`config.mk`:
```
export PLATFORM = sky130hd
export DESIGN_NAME = usb_rx
export DESIGN_NICKNAME = d
export VERILOG_FILES = /design/src/rtl/usb_defs.sv /design/src/rtl/usb_rx_bitclk.sv /design/src/rtl/usb_rx.sv
export SDC_FILE = /design/constraint.sdc
export NUM_CORES = 1
export LEC_CHECK = 0
export ABC_CLOCK_PERIOD_IN_PS = 5150
export BUFFER_PORTS_ARGS = -buffer_cell sky130_fd_sc_hd__buf_4
export CAP_MARGIN = 10
export CORE_ASPECT_RATIO = 1.2
export CORE_UTILIZATION = 64
export DETAILED_ROUTE_END_ITERATION = 8
export GPL_ROUTABILITY_DRIVEN = 0
export PLACE_DENSITY = 0.84
export SLEW_MARGIN = 20
export SYNTH_ARGS = -nofsm -noshare
export SYNTH_HDL_FRONTEND = slang
export SYNTH_SLANG_ARGS = --single-unit
```
`constraint.sdc`:
```
create_clock -name clk -period 5.15 [get_ports clk]
set_input_delay 0.515 -clock clk [delete_from_list [all_inputs] [get_ports clk]]
set_output_delay 0.515 -clock clk [all_outputs]
set_load 0.02 [all_outputs]
```
`src/rtl/usb_defs.sv`:
```
// Shared constants and encodings for the USB receive path.
package usb_defs;

  // Default clocks per bit at 48 MHz
  localparam int LS_CLKS_PER_BIT = 32;
  localparam int FS_CLKS_PER_BIT = 4;

  // Half-bit reload values used to centre the sample after a line transition
  localparam int LS_HALF_CLKS = 16;
  localparam int FS_HALF_CLKS = 2;

  // Width of the bit-timing down-counter
  localparam int CNT_W = 8;

  typedef enum logic [1:0] {
    ST_IDLE      = 2'd0,
    ST_SYNC      = 2'd1,
    ST_DATA      = 2'd2,
    ST_WAIT_IDLE = 2'd3
  } rx_state_e;

  typedef enum logic [1:0] {
    LINE_SE0 = 2'd0,
    LINE_J   = 2'd1,
    LINE_K   = 2'd2
  } line_e;

  // dp=dm (both low or both high) is SE0; J polarity depends on speed.
  function automatic line_e line_of(input logic dp, input logic dm, input logic fs);
    if (dp == dm)
      return LINE_SE0;
    else if (fs ? dp : dm)
      return LINE_J;
    else
      return LINE_K;
  endfunction

endpackage

```
`src/rtl/usb_rx_bitclk.sv`:
```
// Bit-timing recovery: realigns on every line transition and emits one
// sample strobe per bit period, centred in the bit.
module usb_rx_bitclk
  import usb_defs::*;
#(
  parameter int LS_BIT  = LS_CLKS_PER_BIT,
  parameter int FS_BIT  = FS_CLKS_PER_BIT,
  parameter int LS_HALF = LS_HALF_CLKS,
  parameter int FS_HALF = FS_HALF_CLKS
) (
  input  logic  clk,
  input  logic  rst_n,
  input  logic  i_speed,
  input  line_e i_line,
  output logic  o_sample
);

  // The counter strobes on reaching zero, so loading N-1 gives a strobe
  // every N clocks (N = half period after an edge, full period otherwise).
  localparam logic [CNT_W-1:0] LS_BIT_LD  = CNT_W'(LS_BIT - 1);
  localparam logic [CNT_W-1:0] FS_BIT_LD  = CNT_W'(FS_BIT - 1);
  localparam logic [CNT_W-1:0] LS_HALF_LD = CNT_W'(LS_HALF - 1);
  localparam logic [CNT_W-1:0] FS_HALF_LD = CNT_W'(FS_HALF - 1);

  logic [CNT_W-1:0] r_cnt;
  line_e            r_line_prev;
  logic             w_edge;

  assign w_edge = (i_line != r_line_prev);

  // A strobe that coincides with an edge would sample the new bit at its
  // boundary, so it is suppressed; the edge reload takes over.
  assign o_sample = (r_cnt == '0) && !w_edge;

  // Down-counter: half-bit reload on a transition, full-bit reload at zero.
  // Speed is only consulted at a reload.
  always_ff @(posedge clk or negedge rst_n) begin
    if (!rst_n) begin
      r_cnt       <= LS_BIT_LD;
      r_line_prev <= LINE_SE0;
    end else begin
      r_line_prev <= i_line;
      if (w_edge)
        r_cnt <= i_speed ? FS_HALF_LD : LS_HALF_LD;
      else if (r_cnt == '0)
        r_cnt <= i_speed ? FS_BIT_LD : LS_BIT_LD;
      else
        r_cnt <= r_cnt - 1'b1;
    end
  end

endmodule

```
`src/rtl/usb_rx.sv`:
```
// USB low/full-speed receiver: NRZI decode, SYNC/EOP detection, bit
// unstuffing and byte assembly on top of the usb_rx_bitclk sampler.
//
// state      | meaning
// -----------+-------------------------------------------------------------
// IDLE       | bus idle; waiting for J then K to start a SYNC
// SYNC       | counting decoded 0s of the SYNC field, waiting for K K
// DATA       | packet active; unstuffing and assembling bytes, watching EOP
// WAIT_IDLE  | after an error; waiting for two consecutive J samples
module usb_rx
  import usb_defs::*;
#(
  parameter int LS_BIT_CLKS = LS_CLKS_PER_BIT,
  parameter int FS_BIT_CLKS = FS_CLKS_PER_BIT
) (
  input  logic       clk,
  input  logic       rst_n,
  input  logic       usb_speed,
  input  logic       usb_tx_oe,
  input  logic       usb_rx_dp,
  input  logic       usb_rx_dm,
  output logic [7:0] rx_data,
  output logic       rx_valid,
  output logic       rx_active,
  output logic       rx_eop,
  output logic       rx_error,
  output logic       rx_bit_pulse
);

  logic      r_dp_meta, r_dp_sync, r_dm_meta, r_dm_sync;
  line_e     w_line;
  logic      w_sample;
  logic      w_is_k, w_bit;

  rx_state_e r_state, w_state_nxt;
  logic      r_prev_k, w_prev_k_nxt;
  logic      r_seen_j, w_seen_j_nxt;
  logic      r_j_once, w_j_once_nxt;
  logic [1:0] r_zeros, w_zeros_nxt;
  logic [2:0] r_ones, w_ones_nxt;
  logic [1:0] r_se0_cnt, w_se0_cnt_nxt;
  logic [2:0] r_bitcnt, w_bitcnt_nxt;
  logic [7:0] r_shift, w_shift_nxt;
  logic [7:0] r_data, w_data_nxt;
  logic      r_valid, w_valid_nxt;
  logic      r_active, w_active_nxt;
  logic      r_eop, w_eop_nxt;
  logic      r_error, w_error_nxt;

  // Two-flop synchronizers for the asynchronous pad inputs
  always_ff @(posedge clk or negedge rst_n) begin
    if (!rst_n) begin
      r_dp_meta <= 1'b0;
      r_dp_sync <= 1'b0;
      r_dm_meta <= 1'b0;
      r_dm_sync <= 1'b0;
    end else begin
      r_dp_meta <= usb_rx_dp;
      r_dp_sync <= r_dp_meta;
      r_dm_meta <= usb_rx_dm;
      r_dm_sync <= r_dm_meta;
    end
  end

  assign w_line = line_of(r_dp_sync, r_dm_sync, usb_speed);

  usb_rx_bitclk #(
    .LS_BIT  (LS_BIT_CLKS),
    .FS_BIT  (FS_BIT_CLKS),
    .LS_HALF (LS_BIT_CLKS / 2),
    .FS_HALF (FS_BIT_CLKS / 2)
  ) u_bitclk (
    .clk      (clk),
    .rst_n    (rst_n),
    .i_speed  (usb_speed),
    .i_line   (w_line),
    .o_sample (w_sample)
  );

  // NRZI: same J/K as the previous sample is a 1, a change is a 0
  assign w_is_k = (w_line == LINE_K);
  assign w_bit  = (w_is_k == r_prev_k);

  // Next-state, datapath and output pulse decisions for each sample
  always_comb begin
    w_state_nxt   = r_state;
    w_prev_k_nxt  = r_prev_k;
    w_seen_j_nxt  = r_seen_j;
    w_j_once_nxt  = r_j_once;
    w_zeros_nxt   = r_zeros;
    w_ones_nxt    = r_ones;
    w_se0_cnt_nxt = r_se0_cnt;
    w_bitcnt_nxt  = r_bitcnt;
    w_shift_nxt   = r_shift;
    w_data_nxt    = r_data;
    w_valid_nxt   = 1'b0;
    w_active_nxt  = r_active;
    w_eop_nxt     = 1'b0;
    w_error_nxt   = 1'b0;

    if (w_sample) begin
      if (w_line != LINE_SE0)
        w_prev_k_nxt = w_is_k;

      case (r_state)
        ST_IDLE: begin
          w_active_nxt = 1'b0;
          if (w_line == LINE_J) begin
            w_seen_j_nxt = 1'b1;
          end else if (w_line == LINE_K && r_seen_j) begin
            // This K is itself the first decoded 0 of the SYNC field
            w_state_nxt = ST_SYNC;
            w_zeros_nxt = 2'd1;
          end
        end

        ST_SYNC: begin
          if (w_line == LINE_SE0) begin
            w_state_nxt  = ST_IDLE;
            w_seen_j_nxt = 1'b0;
          end else if (!w_bit) begin
            w_zeros_nxt = (r_zeros == 2'd3) ? 2'd3 : r_zeros + 2'd1;
          end else if (w_is_k && r_zeros == 2'd3) begin
            // Stuffing count starts fresh with the first data bit
            w_state_nxt   = ST_DATA;
            w_active_nxt  = 1'b1;
            w_ones_nxt    = 3'd0;
            w_bitcnt_nxt  = 3'd0;
            w_se0_cnt_nxt = 2'd0;
          end else begin
            w_zeros_nxt = 2'd0;
          end
        end

        ST_DATA: begin
          if (w_line == LINE_SE0) begin
            if (r_se0_cnt == 2'd3) begin
              // Fourth SE0 sample with no J: not an EOP
              w_error_nxt  = 1'b1;
              w_active_nxt = 1'b0;
              w_state_nxt  = ST_WAIT_IDLE;
              w_j_once_nxt = 1'b0;
            end else begin
              w_se0_cnt_nxt = r_se0_cnt + 2'd1;
            end
          end else if (r_se0_cnt != 2'd0) begin
            w_se0_cnt_nxt = 2'd0;
            w_active_nxt  = 1'b0;
            if (w_line == LINE_J) begin
              w_eop_nxt    = (r_bitcnt == 3'd0);
              w_error_nxt  = (r_bitcnt != 3'd0);
              w_state_nxt  = ST_IDLE;
              w_seen_j_nxt = 1'b1;
            end else begin
              w_error_nxt  = 1'b1;
              w_state_nxt  = ST_WAIT_IDLE;
              w_j_once_nxt = 1'b0;
            end
          end else if (r_ones == 3'd6) begin
            if (!w_bit) begin
              w_ones_nxt = 3'd0;
            end else begin
              w_error_nxt  = 1'b1;
              w_active_nxt = 1'b0;
              w_state_nxt  = ST_WAIT_IDLE;
              w_j_once_nxt = 1'b0;
            end
          end else begin
            w_shift_nxt  = {w_bit, r_shift[7:1]};
            w_bitcnt_nxt = r_bitcnt + 3'd1;
            w_ones_nxt   = w_bit ? r_ones + 3'd1 : 3'd0;
            if (r_bitcnt == 3'd7) begin
              w_data_nxt  = w_shift_nxt;
              w_valid_nxt = 1'b1;
            end
          end
        end

        ST_WAIT_IDLE: begin
          if (w_line == LINE_J) begin
            if (r_j_once) begin
              w_state_nxt  = ST_IDLE;
              w_seen_j_nxt = 1'b1;
            end else begin
              w_j_once_nxt = 1'b1;
            end
          end else begin
            w_j_once_nxt = 1'b0;
          end
        end

        default: w_state_nxt = ST_IDLE;
      endcase
    end

    // Own transmitter on the bus: hold off and drop any partial packet
    if (usb_tx_oe) begin
      w_state_nxt   = ST_IDLE;
      w_seen_j_nxt  = 1'b0;
      w_active_nxt  = 1'b0;
      w_valid_nxt   = 1'b0;
      w_eop_nxt     = 1'b0;
      w_error_nxt   = 1'b0;
      w_bitcnt_nxt  = 3'd0;
      w_se0_cnt_nxt = 2'd0;
    end
  end

  // State and datapath registers
  always_ff @(posedge clk or negedge rst_n) begin
    if (!rst_n) begin
      r_state   <= ST_IDLE;
      r_prev_k  <= 1'b0;
      r_seen_j  <= 1'b0;
      r_j_once  <= 1'b0;
      r_zeros   <= 2'd0;
      r_ones    <= 3'd0;
      r_se0_cnt <= 2'd0;
      r_bitcnt  <= 3'd0;
      r_shift   <= 8'd0;
      r_data    <= 8'd0;
      r_valid   <= 1'b0;
      r_active  <= 1'b0;
      r_eop     <= 1'b0;
      r_error   <= 1'b0;
    end else begin
      r_state   <= w_state_nxt;
      r_prev_k  <= w_prev_k_nxt;
      r_seen_j  <= w_seen_j_nxt;
      r_j_once  <= w_j_once_nxt;
      r_zeros   <= w_zeros_nxt;
      r_ones    <= w_ones_nxt;
      r_se0_cnt <= w_se0_cnt_nxt;
      r_bitcnt  <= w_bitcnt_nxt;
      r_shift   <= w_shift_nxt;
      r_data    <= w_data_nxt;
      r_valid   <= w_valid_nxt;
      r_active  <= w_active_nxt;
      r_eop     <= w_eop_nxt;
      r_error   <= w_error_nxt;
    end
  end

  assign rx_data      = r_data;
  assign rx_valid     = r_valid;
  assign rx_active    = r_active;
  assign rx_eop       = r_eop;
  assign rx_error     = r_error;
  assign rx_bit_pulse = w_sample & ~usb_tx_oe;

endmodule

```
**Word level (Yosys, flattened, before mapping)**

Cells that the tools add are included.
W data, S select, Z words.

- Flip-flop bits (word level): 49
- Bits in latches: 0
- Bits in writable memories: 0
- Bits in read-only memories: 0
- Logic and storage cells: 201
- Memories: 0

- Add/sub/neg operators: 5
- $mul: 0
- Divide/modulo/power cells: 0
- $lt $le $gt $ge: 0
- Equality and inequality tests: 44
- Shifts and indexed selects: 0
- Multiplexer cells: 99
- Bitwise gates (word level): 5
- Reduce and logical (&&, ||, !) cells: 28

Operators with widths:

| kind | number |
|---|---|
| $mux W2 | 29 |
| $mux W1 | 45 |
| $ne A3 B3 Y1 const B | 15 |
| $mux W3 | 13 |
| $ne A4 B4 Y1 const B | 8 |
| $reduce_and A6 Y1 | 4 |
| $reduce_and A8 Y1 | 3 |
| $mux W8 | 2 |
| $ne A2 B2 Y1 const B | 7 |
| $pmux W3 S2 | 2 |
| $reduce_bool A2 Y1 | 6 |
| $eq A2 B2 Y1 const B | 5 |
| $ne A5 B5 Y1 const B | 2 |
| $reduce_and A10 Y1 | 1 |
| $logic_not A8 Y1 | 1 |
| $pmux W2 S2 | 2 |
| $pmux W2 S4 | 1 |
| $sub A8 B1 Y8 const B | 1 |
| $reduce_and A7 Y1 | 1 |
| $add A3 B1 Y3 const B | 2 |
| $eq A3 B3 Y1 const B | 2 |
| $reduce_bool A3 Y1 | 2 |
| $mux W5 | 1 |
| $reduce_and A5 Y1 | 1 |
| other kinds (16) | 25 |

**Logic depth before layout (Yosys ltp)**

- Depth after elaboration: 12
- Mapped depth: 9
- Mapped depth without buffers: 8

**By module**

A second synthesis with hierarchy kept.

- Cell total of the unflattened synthesis: 241
- Area total of the unflattened synthesis: 2,661.3 µm²

Modules (own cells, without submodules):

| module | instances | cells an instance | area each (µm²) | seq. area each (µm²) |
|---|---|---|---|---|
| usb_rx | 1 | 194 | 2,137.0 | 950.9 |
| usb_rx_bitclk | 1 | 47 | 524.3 | 256.5 |

**Worst setup path before layout**

No wires, ideal clock.

- Path type: flip-flop to output port
- Start: register u_bitclk.r_cnt[3]
- End: output port rx_bit_pulse
- Arrival: 1.881 ns
- Data required time: 4.635 ns
- Setup slack: 2.754 ns
- Stages on the path, launching flop included: 6
- Buffers on the path: 1
- Cells stage by stage: dfstp_2 or4_4 nor3_4 o211ai_4 buf_2 nor2_1

- Word-level cells in the longest chain between the ends: 3

RTL lines:

| item | RTL line | text |
|---|---|---|
| start: declaration | usb_rx_bitclk.sv:25 | `logic [CNT_W-1:0] r_cnt;` |
| start signal: assignment | usb_rx_bitclk.sv:44 | `r_cnt <= i_speed ? FS_HALF_LD : LS_HALF_LD;` |
| start signal: assignment | usb_rx_bitclk.sv:46 | `r_cnt <= i_speed ? FS_BIT_LD : LS_BIT_LD;` |
| start signal: assignment | usb_rx_bitclk.sv:48 | `r_cnt <= r_cnt - 1'b1;` |
| $logic_not A8 Y1 | usb_rx_bitclk.sv:33 | `assign o_sample = (r_cnt == '0) && !w_edge;` |
| $logic_and A1 B1 Y1 | usb_rx_bitclk.sv:33 |  |
| $and A1 B1 Y1 | usb_rx.sv:249 | `assign rx_bit_pulse = w_sample & ~usb_tx_oe;` |
| end: declaration | usb_rx.sv:27 | `output logic rx_bit_pulse` |

Every way passes these cells.

**Worst setup path in the final report**

Same ends and word-level chain as after synthesis.

==> flow_metrics.py <==
metrics = {
    "status": {
        "status": "finished, final reports clean",
    },
    "power_and_ir_drop": {
        "irDropWorstVdd_v": 0.0002465,
        "pwr-share-seq_pct": 49.8,
        "p_clk_share_pct": 38.8,
        "p_leak_nw": 1.320,
        "p_sw_share_pct": 24.60,
        "comb_power_share_pct": 11.5,
        "internal-power_mw": 0.6302,
        "p_switching_mw": 0.2056,
        "p_per_area_mw_per_mm2": 285.8,
    },
    "floorplanning": {
        "pin_count": 19,
        "die_w_um": 60.48,
        "fp.dieH_um": 72.17,
        "start_util_pct": 66.63,
        "die_area_mm2": 0.004364,
        "num_rows": 25,
        "core_area_mm2": 0.003941,
    },
    "worst_setup_path": {
        "reg2reg_from": "r_dp_sync",
        "endpoint": "rx_bit_pulse",
        "worst-setup-path-type": "reg2out",
        "crit_path_end_kind": "output pin",
        "timing.rr.end": "r_ones[1]",
        "worstPathArrival_ns": 2.23,
        "critPathRequiredTime_ns": 4.64,
        "startpoint_type": "flip-flop",
        "crit_fanout": 16,
        "rr_worst_depth": 6,
        "crit_start": "u_bitclk.r_cnt[3]",
        "slowest_delay_ns": 0.57,
        "cp_slowest_cell": "or4_4",
        "rrSetupSlack_ns": 2.61,
        "crit_chain": "or4_4 > nor3_4 > o211ai_4 > nor2_1 > buf_4",
    },
    "place": {
        "io_buffers": 18,
        "dp_cells": 315,
        "hpwl_um": 3647,
    },
    "yosys": {
        "synthCells": 253,
        "ys_seq_area_share_pct": 45.97,
        "syn-cell-area_mm2": 0.002626,
        "syn-num-nets": 272,
        "ys_ff_latch": 48,
        "synth_top_area_share_pct": 40.97,
        "syn_avg_cell_area_um2": 10.38,
        "synth-async-reset-ratio_pct": 100.0,
        "synthTopCellsByArea": "dfrtp_1, ha_1, mux2_2",
        "synth_top_area_cell": "dfrtp_1",
        "ys_types": 58,
        "ys_warn_count": 0,
        "ys.flop_type": "dfrtp_1",
        "synth-edff-count": 0,
    },
    "route": {
        "postRouteAntennaNets": 0,
        "routedWlPerCell_um": 16.09,
        "vias": 1967,
        "via_per_inst": 6.090,
        "dr.pass1.iters": 4,
        "drt_iter0_drc": 92,
        "drcViolationCount": 0,
        "totalWireLength_um": 5196,
    },
    "timing": {
        "maxSlewHeadroom_pct": 53.35,
        "slew_violations": 0,
        "tightest_slew_ns": 0.6997,
        "holdWs_ns": 0.2019,
        "period_share_pct": 53.35,
        "fin_setup_tns_ns": 0,
        "fin_crit_ns": 2.748,
        "rsz0062_at_grt": "no",
        "setup_viol": 0,
        "final.setup_skew_ns": 0.01224,
        "final-hold-violation-count": 0,
        "fmax_mhz": 364.0,
    },
    "finish": {
        "final_cell_mix": "dfrtp_1, buf_4, nand2_1",
        "syn_to_final_growth_pct": 11.34,
        "multi_input_area_mm2": 0.001320,
        "drive_gt1_share_pct": 20.45,
        "layout_commonest_cell": "dfrtp_1",
        "fin_util_pct": 74.19,
        "n_antenna_cell": 0,
        "instances_no_fill": 323,
        "nNetsFinal": 287,
        "fillers": 298,
        "regArea_mm2": 0.001207,
    },
    "clock_tree": {
        "cts_made_buffers": 5,
        "ctsRootBufferMaster": "clkbuf_8",
        "cts_max_level": 2,
        "clock_latency_ns": 0.31,
        "cts_hold_buffers": 0,
        "cts.clk_slew.worst_paths_ns": 0.09,
        "cts_tree": "yes",
        "post_cts.repair.setup_buffers": 0,
        "clk_path_buf_depth": 2,
        "post_cts_resized": 0,
        "cts_sinks": 48,
    },
    "grt": {
        "grt_max_degree": 49,
        "grt_pass1_wl_um": 8687,
        "grt_pass1_vias": 1887,
        "grt_overflow_total": 0,
        "antenna_found_initial": 0,
        "grtUsageTotal_pct": 26.86,
    },
    "worst_hold_path": {
        "hp-class": "in2async",
    },
    "run": {
        "max_cap_violations": 0,
    },
}
==> synth_stat cells (4+ instances only) <==
| cell | n |
|---|---|
| nand2_1 | 17 |
| nand3_1 | 4 |
| dfstp_2 | 5 |
| xor2_1 | 4 |
| xnor2_1 | 4 |
| inv_1 | 15 |
| o31ai_1 | 5 |
| nand4_1 | 5 |
| or3_1 | 5 |
| clkbuf_1 | 5 |
| nor3_1 | 7 |
| o211ai_1 | 4 |
| a21oi_1 | 15 |
| ha_1 | 13 |
| dfrtp_1 | 43 |
| nor3b_1 | 5 |
| buf_2 | 4 |
| nor2_1 | 16 |
| o21ai_0 | 8 |
| nand2b_1 | 5 |
| mux2_2 | 14 |
==> routing by layer <==
metal	vias up	routed length [µm]	global-route usage, %
met1	955	2265	33.81
met2	52	2610	44.20
met3	10	204	6.061
met5	-	0	0
li1	950	-	-
met4	0	116	10.86
==> worst max-delay path, delay by kind of cell, from the launching register on <==
family                 cells  cell delay [ns]
AO/OA/AOI/OAI              1             0.26
AND/OR/NAND/NOR            3             1.11
buffers and inverters      1             0.15
flip-flops                 1             0.39
==> registers in the layout (all words and copies together), names as in the netlist, 2 cells and up <==
signal / flops
rx_data: 8
u_bitclk.r_cnt: 8
r_shift: 7
r_bitcnt: 3
r_ones: 3
r_se0_cnt: 2
r_state: 2
r_zeros: 2
u_bitclk.r_line_prev: 2
==> metrics by stage <==
stage | worst slack, ns | power [mW] | instance area (µm²)
global route | 2.319 | 0.8732 | 2924
global placement | 2.637 | 0.5128 | 2786
floorplan | 2.754 | 0.4875 | 2626
detailed placement | 2.592 | 0.5186 | 2786
CTS | 2.404 | 0.8429 | 2924
finish | 2.402 | 0.8358 | 2924
==> cell families after synthesis <==
family	after synthesis	synth area share [%]
compound gates	56	15.44
xor+xnor	8	2.668
fa+ha+maj	13	6.194
buf+inv	25	3.764
flops	48	45.97
mux	17	7.384
simple gates	86	18.58
==> power by group through the flow <==
stage	Combinational, mW	Clock (mW)	Sequential [mW]
after CTS	0.0966	0.331	0.416
final	0.0957	0.324	0.416
after global routing	0.108	0.347	0.419
after detailed placement	0.0955	0	0.423
after global placement	0.0914	0	0.421
after floorplan	0.0708	0	0.417
==> worst min path at each step <==
| stage | startpoint | end | cells after the start |
|---|---|---|---|
| 6_report | rst_n | r_shift[1] | 1 |
| 5_1_grt | rst_n | r_shift[2] | 1 |
| 4_1_cts | rst_n | u_bitclk.r_cnt[6] | 1 |
| 3_5_place_dp | r_dp_meta | r_dp_sync | 0 |
| 3_3_place_gp | r_dp_meta | r_dp_sync | 0 |
| 2_1_floorplan | rst_n | r_bitcnt[0] | 0 |
==> final cells by class <==
type	instances	share of cell area (%)
well taps	54	2.311
repair buffers	18	4.621
inverters	15	1.926
clock buffers	5	2.353
flip-flops and latches	48	41.29
multi-input cells	180	45.14
clock inverters	3	2.353
Power figures use the tool's default switching activity.
